**config.mk**
```make
export PLATFORM = sky130hd
export DESIGN_NAME = fifo_multi_ctl_flat
export DESIGN_NICKNAME = d
export VERILOG_FILES = /design/src/rtl/fifo_multi_ctl_if.sv /design/src/rtl/fifo_multi_ctl.sv /design/src/flat_wrapper.sv
export SDC_FILE = /design/constraint.sdc
export NUM_CORES = 1
export LEC_CHECK = 0
export BUFFER_PORTS_ARGS = -buffer_cell sky130_fd_sc_hd__buf_2
export CAP_MARGIN = 25
export CORE_ASPECT_RATIO = 2
export CORE_MARGIN = 4
export CORE_UTILIZATION = 40
export CTS_CLUSTER_SIZE = 30
export DETAILED_ROUTE_END_ITERATION = 10
export SYNTH_ARGS = -nofsm -noshare
export SYNTH_HDL_FRONTEND = slang
export SYNTH_SLANG_ARGS = --single-unit
```
**constraint.sdc**
```tcl
create_clock -name clk -period 4.67 [get_ports clk]
set_clock_uncertainty 0.1 [all_clocks]
set_input_delay 0.2335 -clock clk [delete_from_list [all_inputs] [get_ports clk]]
set_output_delay 0.2335 -clock clk [all_outputs]
set_load 0.02 [all_outputs]
```
**src/rtl/fifo_multi_ctl_if.sv**
```systemverilog
// Handshake bundle for fifo_multi_ctl: multicast write side, selectable read side,
// and per-channel status flags.
interface fifo_multi_ctl_if #(
  parameter int n = 8,
  parameter int m = 16,
  parameter int o = 4
);
  localparam int w = $clog2(m) + 1;
  localparam int a = $clog2(o);

  logic           latch;
  logic [n-1:0]   data;
  logic [o-1:0]   addr;
  logic           rdy;
  logic [a-1:0]   addr_o;
  logic           pop;
  logic [n-1:0]   data_o;
  logic           valid_o;
  logic [w*o-1:0] status;
  logic [o-1:0]   full;
  logic [o-1:0]   empty;
  logic [o-1:0]   ovf;
  logic [o-1:0]   clr_ovf;

  modport master (
    output latch, data, addr, addr_o, pop, clr_ovf,
    input  rdy, data_o, valid_o, status, full, empty, ovf
  );

  modport slave (
    input  latch, data, addr, addr_o, pop, clr_ovf,
    output rdy, data_o, valid_o, status, full, empty, ovf
  );
endinterface

```
**src/rtl/fifo_multi_ctl.sv**
```systemverilog
// Multi-channel FIFO bank: edge-triggered multicast write, one selectable registered
// read port, per-channel fill/full/empty/sticky-overflow, drop-new or overwrite-oldest.
module fifo_multi_ctl #(
  parameter int n   = 8,
  parameter int m   = 16,
  parameter int o   = 4,
  parameter int OVW = 0
) (
  input  logic             clk,
  input  logic             rst_n,
  fifo_multi_ctl_if.slave  bus
);
  localparam int w  = $clog2(m) + 1;
  localparam int a  = $clog2(o);
  localparam int pw = $clog2(m);

  logic             latch_q;
  logic             wr;
  logic [w-1:0]     cnt      [o];
  logic [w-1:0]     cnt_nxt  [o];
  logic [pw-1:0]    wr_ptr   [o];
  logic [pw-1:0]    wr_nxt   [o];
  logic [pw-1:0]    rd_ptr   [o];
  logic [pw-1:0]    rd_nxt   [o];
  logic [n-1:0]     mem      [o][m];
  logic [n-1:0]     head_nxt [o];
  logic [o-1:0]     we, re, is_full, store, ovf_set, rd_adv;
  logic [o-1:0]     ovf_q;
  logic [n-1:0]     data_q;
  logic             valid_q;
  logic [n-1:0]     sel_head;
  logic [w-1:0]     sel_cnt;
  logic             rdy_all;

  always_comb begin
    wr = bus.latch & ~latch_q;
    we = '0; re = '0; is_full = '0; store = '0; ovf_set = '0; rd_adv = '0;
    for (int unsigned i = 0; i < o; i++) begin
      is_full[i] = (cnt[i] == w'(m));
      we[i]      = wr & bus.addr[i];
      re[i]      = bus.pop & (bus.addr_o == a'(i)) & (cnt[i] != '0);
      ovf_set[i] = we[i] & is_full[i] & ~re[i];
      store[i]   = we[i] & (~is_full[i] | re[i] | (OVW != 0));
      // overwrite-oldest retires the head so the new word becomes the tail
      rd_adv[i]  = re[i] | (ovf_set[i] & (OVW != 0));
      wr_nxt[i]  = store[i]  ? wr_ptr[i] + pw'(1) : wr_ptr[i];
      rd_nxt[i]  = rd_adv[i] ? rd_ptr[i] + pw'(1) : rd_ptr[i];
      case ({store[i], rd_adv[i]})
        2'b10:   cnt_nxt[i] = cnt[i] + w'(1);
        2'b01:   cnt_nxt[i] = cnt[i] - w'(1);
        default: cnt_nxt[i] = cnt[i];
      endcase
      // the word landing this edge is not in mem yet; forward it when it is the new head
      head_nxt[i] = (store[i] && (rd_nxt[i] == wr_ptr[i])) ? bus.data
                                                           : mem[i][rd_nxt[i]];
    end
  end

  always_comb begin
    sel_head = '0;
    sel_cnt  = '0;
    rdy_all  = 1'b1;
    for (int unsigned i = 0; i < o; i++) begin
      if (bus.addr_o == a'(i)) begin
        sel_head = head_nxt[i];
        sel_cnt  = cnt_nxt[i];
      end
      rdy_all = rdy_all & (~bus.addr[i] | ~is_full[i]);
    end
  end

  always_ff @(posedge clk or negedge rst_n) begin
    if (!rst_n) begin
      latch_q <= 1'b0;
      ovf_q   <= '0;
      data_q  <= '0;
      valid_q <= 1'b0;
      for (int unsigned i = 0; i < o; i++) begin
        cnt[i]    <= '0;
        wr_ptr[i] <= '0;
        rd_ptr[i] <= '0;
      end
    end else begin
      latch_q <= bus.latch;
      ovf_q   <= ovf_set | (ovf_q & ~bus.clr_ovf);
      valid_q <= (sel_cnt != '0);
      if (sel_cnt != '0) data_q <= sel_head;
      for (int unsigned i = 0; i < o; i++) begin
        cnt[i]    <= cnt_nxt[i];
        wr_ptr[i] <= wr_nxt[i];
        rd_ptr[i] <= rd_nxt[i];
      end
    end
  end

  always_ff @(posedge clk) begin
    for (int unsigned i = 0; i < o; i++) begin
      if (store[i]) mem[i][wr_ptr[i]] <= bus.data;
    end
  end

  always_comb begin
    bus.status = '0;
    for (int unsigned i = 0; i < o; i++) begin
      bus.status[w*i +: w] = cnt[i];
    end
  end

  assign bus.full    = is_full;
  always_comb begin
    bus.empty = '0;
    for (int unsigned i = 0; i < o; i++) bus.empty[i] = (cnt[i] == '0);
  end
  assign bus.ovf     = ovf_q;
  assign bus.rdy     = (OVW != 0) ? 1'b1 : rdy_all;
  assign bus.data_o  = data_q;
  assign bus.valid_o = valid_q;
endmodule

```
**src/flat_wrapper.sv**
```systemverilog
// flat-port wrapper written by rule: the top's interface ports become plain ports
module fifo_multi_ctl_flat 
#(
  parameter int n   = 8,
  parameter int m   = 16,
  parameter int o   = 4,
  parameter int OVW = 0
)
  (clk, rst_n, bus_latch, bus_data, bus_addr, bus_addr_o, bus_pop, bus_clr_ovf, bus_rdy, bus_data_o, bus_valid_o, bus_status, bus_full, bus_empty, bus_ovf);
  fifo_multi_ctl_if #(.n(n), .m(m), .o(o)) bus_i ();
  input  logic clk;
  input  logic rst_n;
  input wire logic [$bits(bus_i.latch)-1:0] bus_latch;
  input wire logic [$bits(bus_i.data)-1:0] bus_data;
  input wire logic [$bits(bus_i.addr)-1:0] bus_addr;
  input wire logic [$bits(bus_i.addr_o)-1:0] bus_addr_o;
  input wire logic [$bits(bus_i.pop)-1:0] bus_pop;
  input wire logic [$bits(bus_i.clr_ovf)-1:0] bus_clr_ovf;
  output wire logic [$bits(bus_i.rdy)-1:0] bus_rdy;
  output wire logic [$bits(bus_i.data_o)-1:0] bus_data_o;
  output wire logic [$bits(bus_i.valid_o)-1:0] bus_valid_o;
  output wire logic [$bits(bus_i.status)-1:0] bus_status;
  output wire logic [$bits(bus_i.full)-1:0] bus_full;
  output wire logic [$bits(bus_i.empty)-1:0] bus_empty;
  output wire logic [$bits(bus_i.ovf)-1:0] bus_ovf;
  assign bus_i.latch = bus_latch;
  assign bus_i.data = bus_data;
  assign bus_i.addr = bus_addr;
  assign bus_i.addr_o = bus_addr_o;
  assign bus_i.pop = bus_pop;
  assign bus_i.clr_ovf = bus_clr_ovf;
  assign bus_rdy = bus_i.rdy;
  assign bus_data_o = bus_i.data_o;
  assign bus_valid_o = bus_i.valid_o;
  assign bus_status = bus_i.status;
  assign bus_full = bus_i.full;
  assign bus_empty = bus_i.empty;
  assign bus_ovf = bus_i.ovf;
  fifo_multi_ctl #(.n(n), .m(m), .o(o), .OVW(OVW)) u_core (.clk(clk), .rst_n(rst_n), .bus(bus_i));
endmodule
```
Yosys cells after proc, flatten, opt, wreduce, memory -nomap -nowiden
Memories as Yosys holds them, arrays and structs flattened.
Index checks and enable logic that the tools add are counted.
- register bits: 66
- bits in writable memories: 512
- bits of input ports: 22
- output and inout port bits: 42
- logic and storage cells: 190
- memories kept: 1
- memories (name ; words ; width ; rd ports ; clocked after Yosys merged registers in ; write ports ; RTL line ; RTL):
    u_core.mem ; 4 ; 128 ; 4 ; 0 ; 4 ; fifo_multi_ctl.sv:25 ; logic [n-1:0] mem [o][m];
- add/sub/neg operators: 16
- order comparisons: 12
- equality and inequality tests: 19
- muxes and demuxes: 48
- bitwise logic cells: 60
- reduce and logical (&&, ||, !) cells: 18
- operator list (cell ; number):
    two-way mux 128 bit ; 4
    two-way mux 8 bit ; 20
    binary-select mux 8 bit (select 4 bit) ; 4
    demux 8 bit (select 4 bit) ; 4
    greater-or-equal comparator 5 bit (second input constant) ; 8
    NOT 4 -> 5 bit ; 8
    one-hot mux 5 bit (2 select lines) ; 4
    adder 4 x 1 -> 4 bit (second input constant) ; 8
    AND 1 bit ; 28
    nonzero test 5 bit ; 5
    adder 5 x 1 -> 5 bit (second input constant) ; 4
    == test 5 bit (second input constant) ; 4
    zero test 5 bit ; 4
    less-than comparator 5 x 1 -> 1 bit (second input constant) ; 4
    two-way mux 5 bit ; 4
    subtractor 5 x 1 -> 5 bit (second input constant) ; 4
    == test 4 bit ; 4
    two-way mux 4 bit ; 4
    NOT 1 bit ; 13
    == test 2 bit (second input constant) ; 6
    == test 2 x 1 -> 1 bit (second input constant) ; 5
    logical AND 1 bit ; 8
    OR 1 bit ; 8
    AND 4 bit ; 1
    4 further kinds ; 7

Logic depth before layout (Yosys ltp)
Gate-level depths: netlist of run 1.
- depth in word-level cells: 13
- gate-level depth with buffers: 20
- mapped depth without buffers: 16

Least setup slack after synthesis of run 1
OpenSTA, ideal clock, no wires.
- kind: reg2reg
- start point: register u_core.cnt, in the netlist u_core.bus.status[11]
- end point: register u_core.data_q[6], in the netlist u_core.bus.data_o[6]
- setup time: 0.142 ns
- arrival time: 4.912 ns
- path slack: -0.484 ns
- stages on the path, launching flop included: 18
- path through: dfrtp_1 -> clkbuf_1 -> or4_1 -> nor2_1 -> a21oi_1 -> inv_1 -> ha_1 -> clkbuf_1 -> xor2_1 -> ha_1 -> mux2_2 -> or3_1 -> or4_1 -> a222oi_1 -> o32ai_4 -> clkbuf_1 -> o31ai_1 -> o221ai_1
- RTL lines (item ; RTL line ; RTL):
    start: declaration ; fifo_multi_ctl.sv:19 ; logic [w-1:0] cnt [o];
    start signal: indexed assignment ; fifo_multi_ctl.sv:89 ; cnt[i] <= cnt_nxt[i];
    end signal: assignment ; fifo_multi_ctl.sv:87 ; if (sel_cnt != '0) data_q <= sel_head;
    end: declaration ; fifo_multi_ctl.sv:29 ; logic [n-1:0] data_q;

==> impl_metrics.py, run 1 <==
metrics = {
    "run_status": {
        "status": "finished, final reports clean",
    },
    "yosys": {
        "syn_avg_cell_area_um2": 13.9,
        "synth_top_family_by_area": "simple AND/OR/NAND/NOR gates",
        "synth_nets": 1880,
        "seq_area_frac_synth": 0.671,
        "ys.flop_type": "edfxtp_1",
        "yosys-mux-area-fraction": 0.0840,
        "ys_warn_count": 0,
        "synth_edf_count": 512,
        "syn_inst": 1826,
        "ys_types": 86,
        "synthAdderAreaFrac": 0.0161,
        "synth-seq-cells": 578,
        "yosys.area_share.simple": 0.109,
        "synth_xor_area_frac": 0.0241,
        "netlist_area_um2": 25400,
        "synth_compound_area_frac": 0.0727,
        "synthArstFlopShare": 0.114,
    },
    "die": {
        "pin_count": 64,
        "die_area_um2": 67700,
        "core_um2": 62800,
        "initial_core_util": 0.404,
        "die_h_um": 364,
        "placementRows": 130,
        "die_w_um": 186,
    },
    "routing": {
        "drc": 0,
        "ant_nets": 0,
        "dr_total_vias": 15800,
        "vias_per_cell": 5.67,
        "drt-initial-drc-count": 1139,
        "dr.pass1.iters": 5,
        "drt_wl_total_um": 69200,
        "routedWlPerCell_um": 24.8,
    },
    "flow_run": {
        "max_cap_viol_count": 0,
    },
    "setup_path": {
        "cp.required_ns": 5.10,
        "cp-start-kind": "flip-flop",
        "critPathMaxFanout": 8,
        "r2r_slack_ns": 0.18,
        "arrival_ns": 4.92,
        "crit_type": "flip-flop to flip-flop",
        "crit_path_end_kind": "flip-flop",
    },
    "timing": {
        "slew_headroom": 0.298,
        "hold_ws_ns": 0.0853,
        "tns_ns": 0,
        "fmax_ghz": 0.223,
        "drv_slew": 0,
        "finalSetupViolCount": 0,
        "finalHoldViolations": 0,
        "tightest_slew_ns": 1.05,
        "fin_crit_ns": 4.49,
        "rsz0062_at_grt": "false",
        "period_share": 0.961,
    },
    "power_and_ir_drop": {
        "power_mw": 16.8,
        "p_per_area_nw_per_um2": 580,
        "vdd_ir_drop_max_uv": 288,
        "p_leak_nw": 10.2,
    },
    "cells_and_area": {
        "regArea_um2": 17000,
        "fin_nets": 2010,
        "fin_util": 0.461,
        "area_delta_synth_final_pct": 14.1,
        "multi_input_area_um2": 7860,
        "fillers": 5508,
        "layout_commonest_cell": "edfxtp_1",
        "layout-drive-gt1-share": 0.158,
        "layout_common_cells": "edfxtp_1 (512), nand2_1 (283), mux2i_1 (133), buf_4 (87), nand3_1 (86)",
    },
    "cts": {
        "cts.sinks": 578,
        "root_buffer": "clkbuf_16",
        "path_clk_slew_ns": 0.07,
        "max-clock-path-buffers": 3,
        "clk_latency_ns": 0.59,
        "cts_made_buffers": 50,
        "h-tree-depth": 2,
        "cts_tree": "built",
    },
    "place": {
        "place_congestion": 0.854,
        "port_buffers": 63,
        "dpl.hpwl_um": 48900,
    },
    "global_route": {
        "grt_pass1_wl_um": 103000,
        "antenna_found_initial": 1,
        "grt_max_degree": 67,
        "grt_pass1_vias": 16200,
        "track_usage": 0.203,
        "grt-ovfl-total": 0,
    },
    "worst_hold_path": {
        "hold_class": "input pin to flip-flop",
    },
}
==> layer usage <==
layer,routed length (um),track usage,share of wire
met5,0,0,0
met2,38500,0.387,0.56
met4,3230,0.0852,0.047
met3,2940,0.0247,0.043
met1,24500,0.223,0.35
==> critical path, stage by stage (launching register included) <==
cell	delay, ns
dfrtp_1	0.46
or4_4	0.58
nor2_4	0.14
a21oi_2	0.08
inv_2	0.13
ha_2	0.29
xor2_1	0.17
ha_1	0.24
mux2_2	0.27
or3_1	0.33
or4_1	0.40
a222oi_1	0.55
o32ai_4	0.20
buf_4	0.21
o2111ai_1	0.08
o32a_1	0.19
==> synthesized netlist by cell type (15+ instances only) <==
cell / n / area (um2)
a21oi_1: 41 / 205
a32oi_1: 28 / 245
and2_1: 15 / 93.8
and3_1: 17 / 106
buf_2: 20 / 100
clkbuf_1: 51 / 191
dfrtp_1: 66 / 1650
edfxtp_1: 512 / 15400
ha_1: 31 / 388
inv_1: 44 / 165
mux2_2: 21 / 236
mux2i_1: 133 / 1330
mux4_2: 25 / 563
nand2_1: 283 / 1060
nand3_1: 86 / 430
nand4_1: 19 / 119
nor2_1: 75 / 282
nor3_1: 32 / 160
nor4_1: 16 / 100
o21ai_0: 21 / 105
xnor2_1: 37 / 324
xor2_1: 22 / 193
==> worst paths after layout <==
path                                        from                   end  cells past startpoint
setup / recovery           u_core.bus.status[13]  u_core.bus.data_o[0]                     15
hold / removal                       bus_data[0]    u_core.mem[3][120]                      1
setup reg to reg           u_core.bus.status[13]  u_core.bus.data_o[0]                     15
hold reg to reg                u_core.bus.ovf[0]     u_core.bus.ovf[0]                      1
max in group asynchronous                  rst_n     u_core.rd_ptr[15]                      4
min in group asynchronous                  rst_n      u_core.rd_ptr[4]                      3
==> metrics by stage <==
step | instances | instance area [um2] | setup WS [ns]
after floorplan | 1826 | 25400 | 0.0367
after global placement | 2678 | 27000 | 0.187
after detailed placement | 2680 | 27000 | 0.117
after CTS | 2782 | 28800 | 0.102
after global routing | 2788 | 28900 | 0.00957
final | 2789 | 28900 | 0.181
==> power breakdown <==
| part | internal, mW | switching (mW) |
|---|---|---|
| logic | 2.22 | 3.71 |
| clock network | 2.40 | 1.92 |
| registers | 5.99 | 0.545 |
| total | 10.6 | 6.17 |
==> cells by family (layout without fill, tap and decap cells) <==
group | Yosys count | after routing
flops | 578 | 578
mux | 179 | 179
other cells | 0 | 1
buf+inv | 135 | 305
simple gates | 596 | 596
compound gates | 243 | 243
xor+xnor | 63 | 63
fa+ha+maj | 32 | 32
==> repair_timing <==
action / 4_1_cts / 5_1_grt
hold buffers: 10 / 1
buffers inserted: 0 / 4
setup endpoints to repair: 0 / 8
resized for setup: 0 / 6
hold endpoints to repair: 73 / 4
==> registers in the layout (all words and copies together) (netlist names) <==
| name | flops |
|---|---|
| u_core.wr_ptr | 16 |
| u_core.latch_q | 1 |
| u_core.bus.valid_o | 1 |
| u_core.bus.status | 20 |
| u_core.mem | 512 |
| u_core.bus.ovf | 4 |
| u_core.rd_ptr | 16 |
| u_core.bus.data_o | 8 |
==> area by class of cell <==
type                            count  area share
Clock buffer                       52      0.0442
Inverter                           48     0.00631
Clock inverter                     40      0.0142
Sequential cell                   578       0.588
Multi-Input combinational cell   1113       0.272
Tap cell                          792      0.0342
Antenna cell                        1   0.0000865
Timing Repair Buffer              165      0.0406
Power figures use the tool's default switching activity.
==> run 2: changes to the inputs <==
CELL_PAD_IN_SITES_DETAIL_PLACEMENT = 1   (was default)
CELL_PAD_IN_SITES_GLOBAL_PLACEMENT = 2   (was default)
HOLD_SLACK_MARGIN = 0.06   (was default)
PLACE_DENSITY_LB_ADDON = 0.1   (was default)
REMOVE_ABC_BUFFERS = 1   (was default)
==> run 2 against run 1 <==
Net effect:
- first-iteration DRC count fell by 30%
- hold slack got worse by 0.0065 ns
- register-to-register slack improved by 0.10 ns
- cell count rose by 0.75%
- design area rose by 0.76%
- clock-buffer cell count rose by 7
- critical path depth fell by 4
- largest power group unchanged
- critical endpoint is now u_core.bus.data_o[1]
- worst setup slack improved by 0.10 ns
- sequential cell count did not move
- power rose by 3.2%
- wire length rose by 13%
- die area did not move
==> impl_metrics.py, run 2 (synthesis gave the netlist of run 1 again) <==
metrics = {
    "cts": {
        "clk_latency_ns": 0.59,
        "root_buffer": "clkbuf_16",
        "cts.sinks": 578,
        "max-clock-path-buffers": 3,
        "cts_made_buffers": 52,
        "cts_tree": "built",
        "path_clk_slew_ns": 0.07,
        "h-tree-depth": 2,
    },
    "setup_path": {
        "crit_path_end_kind": "flip-flop",
        "crit_start": "u_core.bus.status[4]",
        "cp-start-kind": "flip-flop",
        "crit_type": "flip-flop to flip-flop",
        "arrival_ns": 4.76,
        "cp.required_ns": 5.05,
        "critPathMaxFanout": 10,
        "reg2reg_depth": 11,
        "r2r_start": "u_core.bus.status[4]",
    },
    "place": {
        "dp_slack_ns": 0.0800,
        "place_congestion": 0.826,
        "placed_area_um2": 27200,
        "port_buffers": 63,
        "dpl.hpwl_um": 55700,
    },
    "global_route": {
        "grt_max_degree": 66,
        "grt_pass1_vias": 17200,
        "track_usage": 0.230,
        "antenna_found_initial": 2,
        "grt-ovfl-total": 0,
        "grt_pass1_wl_um": 115000,
    },
    "cells_and_area": {
        "fillers": 6374,
        "design_area_um2": 29200,
        "layout_common_cells": "edfxtp_1 (512), nand2_1 (283), mux2i_1 (133), buf_4 (103), nand3_1 (86)",
        "fin_nets": 2029,
        "layout_commonest_cell": "edfxtp_1",
        "area_delta_synth_final_pct": 14.9,
        "layout-drive-gt1-share": 0.165,
        "regArea_um2": 17000,
        "largest_reg_flops": 512,
        "multi_input_area_um2": 7860,
    },
    "die": {
        "pin_count": 64,
        "die_area_um2": 67700,
        "placementRows": 130,
        "die_w_um": 186,
        "core_um2": 62800,
        "die_h_um": 364,
        "initial_core_util": 0.404,
    },
    "timing": {
        "finalSetupViolCount": 0,
        "fin_crit_ns": 4.39,
        "tns_ns": 0,
        "drv_slew": 0,
        "finalHoldViolations": 0,
        "period_share": 0.940,
        "layout_setup_ws_ns": 0.281,
        "rsz0062_at_grt": "false",
        "fmax_ghz": 0.228,
        "slew_headroom": 0.109,
        "tightest_slew_ns": 1.32,
        "hold_ws_ns": 0.0788,
    },
    "routing": {
        "vias_per_cell": 5.68,
        "drt-initial-drc-count": 792,
        "dr.pass1.iters": 5,
        "ant_nets": 0,
        "routedWlPerCell_um": 27.7,
        "drc": 0,
        "dr_total_vias": 16000,
        "drt_wl_total_um": 77900,
    },
    "power_and_ir_drop": {
        "p_sw_mw": 6.40,
        "swShare": 0.370,
        "power.share.clock": 0.267,
        "p_int_mw": 10.9,
        "p_leak_nw": 10.3,
        "p_per_area_nw_per_um2": 594,
        "p_seq_frac": 0.374,
        "vdd_ir_drop_max_uv": 440,
        "comb_power_share": 0.359,
    },
    "flow_run": {
        "max_cap_viol_count": 0,
    },
    "worst_hold_path": {
        "hold_class": "input pin to async pin",
    },
    "run_status": {
        "status": "finished, final reports clean",
    },
}
[run 2: changes by cell type in the layout (fill, tap and decap cells not counted), moves of 3 or more]
cell	change
buf_4	+16
bufinv_16	+3
clkbuf_1	+4
clkinv_1	-5
clkinv_2	+4
clkinv_4	-3
nor3_1	-3
nor3_2	+3
[run 2: cell type report]
class                           count  share of cell area
Timing Repair Buffer              181              0.0438
Inverter                           48             0.00627
Clock buffer                       59              0.0466
Tap cell                          792              0.0340
Antenna cell                        1           0.0000858
Multi-Input combinational cell   1114               0.270
Clock inverter                     37              0.0157
Sequential cell                   578               0.584
[run 2: power groups by stage]
stage	Sequential [mW]	Clock [mW]	Combinational [mW]
floorplan	6.71	0	3.49
global placement	6.56	0	6.18
detailed placement	6.57	0	6.27
CTS	6.47	4.73	6.31
global route	6.52	4.94	6.73
finish	6.47	4.62	6.22
[run 2: what timing repair did]
| item | CTS | global route |
|---|---|---|
| setup buffers | 0 | 1 |
| endpoints found under the setup margin | 0 | 9 |
| resized for setup | 0 | 3 |
| endpoints found under the hold margin | 58 | 0 |
| hold buffers | 11 | 0 |
[run 2: stage by stage]
stage | utilization | cells | power [mW]
floorplan | - | 1739 | 10.2
detailed placement | 0.433 | 2700 | 12.8
global placement | 0.432 | 2696 | 12.7
finish | 0.464 | 2810 | 17.3
global route | 0.464 | 2810 | 18.2
CTS | 0.464 | 2807 | 17.5
[run 2: per-layer routing]
| metal | GRT usage | routed length (um) | vias to the layer above | part of all wire |
|---|---|---|---|---|
| met3 | 0.0208 | 2050 | 102 | 0.026 |
| met2 | 0.438 | 43400 | 288 | 0.56 |
| met1 | 0.267 | 29500 | 8345 | 0.38 |
| met5 | 0 | 13 | - | 0.00017 |
| met4 | 0.0764 | 2900 | 2 | 0.037 |
| li1 | - | - | 7237 | - |
[run 2: final timing paths]
check / endpoint / slack, ns
setup / recovery: u_core.bus.data_o[1] / 0.28
setup reg to reg: u_core.bus.data_o[1] / 0.28
hold / removal: u_core.rd_ptr[2] / 0.08
min in group clk: u_core.mem[3][81] / 0.11
hold reg to reg: u_core.bus.ovf[0] / 0.49
max in group asynchronous: u_core.rd_ptr[8] / 3.42
[run 2: worst max-delay path: stages, from the launching register on]
cell,delay (ns)
dfrtp_1,0.63
inv_1,0.19
a21oi_2,0.38
nand2_1,0.20
xnor2_1,0.17
ha_1,0.31
a22oi_1,0.17
nor3_1,0.07
a221o_1,0.30
nor4_1,1.10
o32ai_2,0.39
o32a_1,0.27
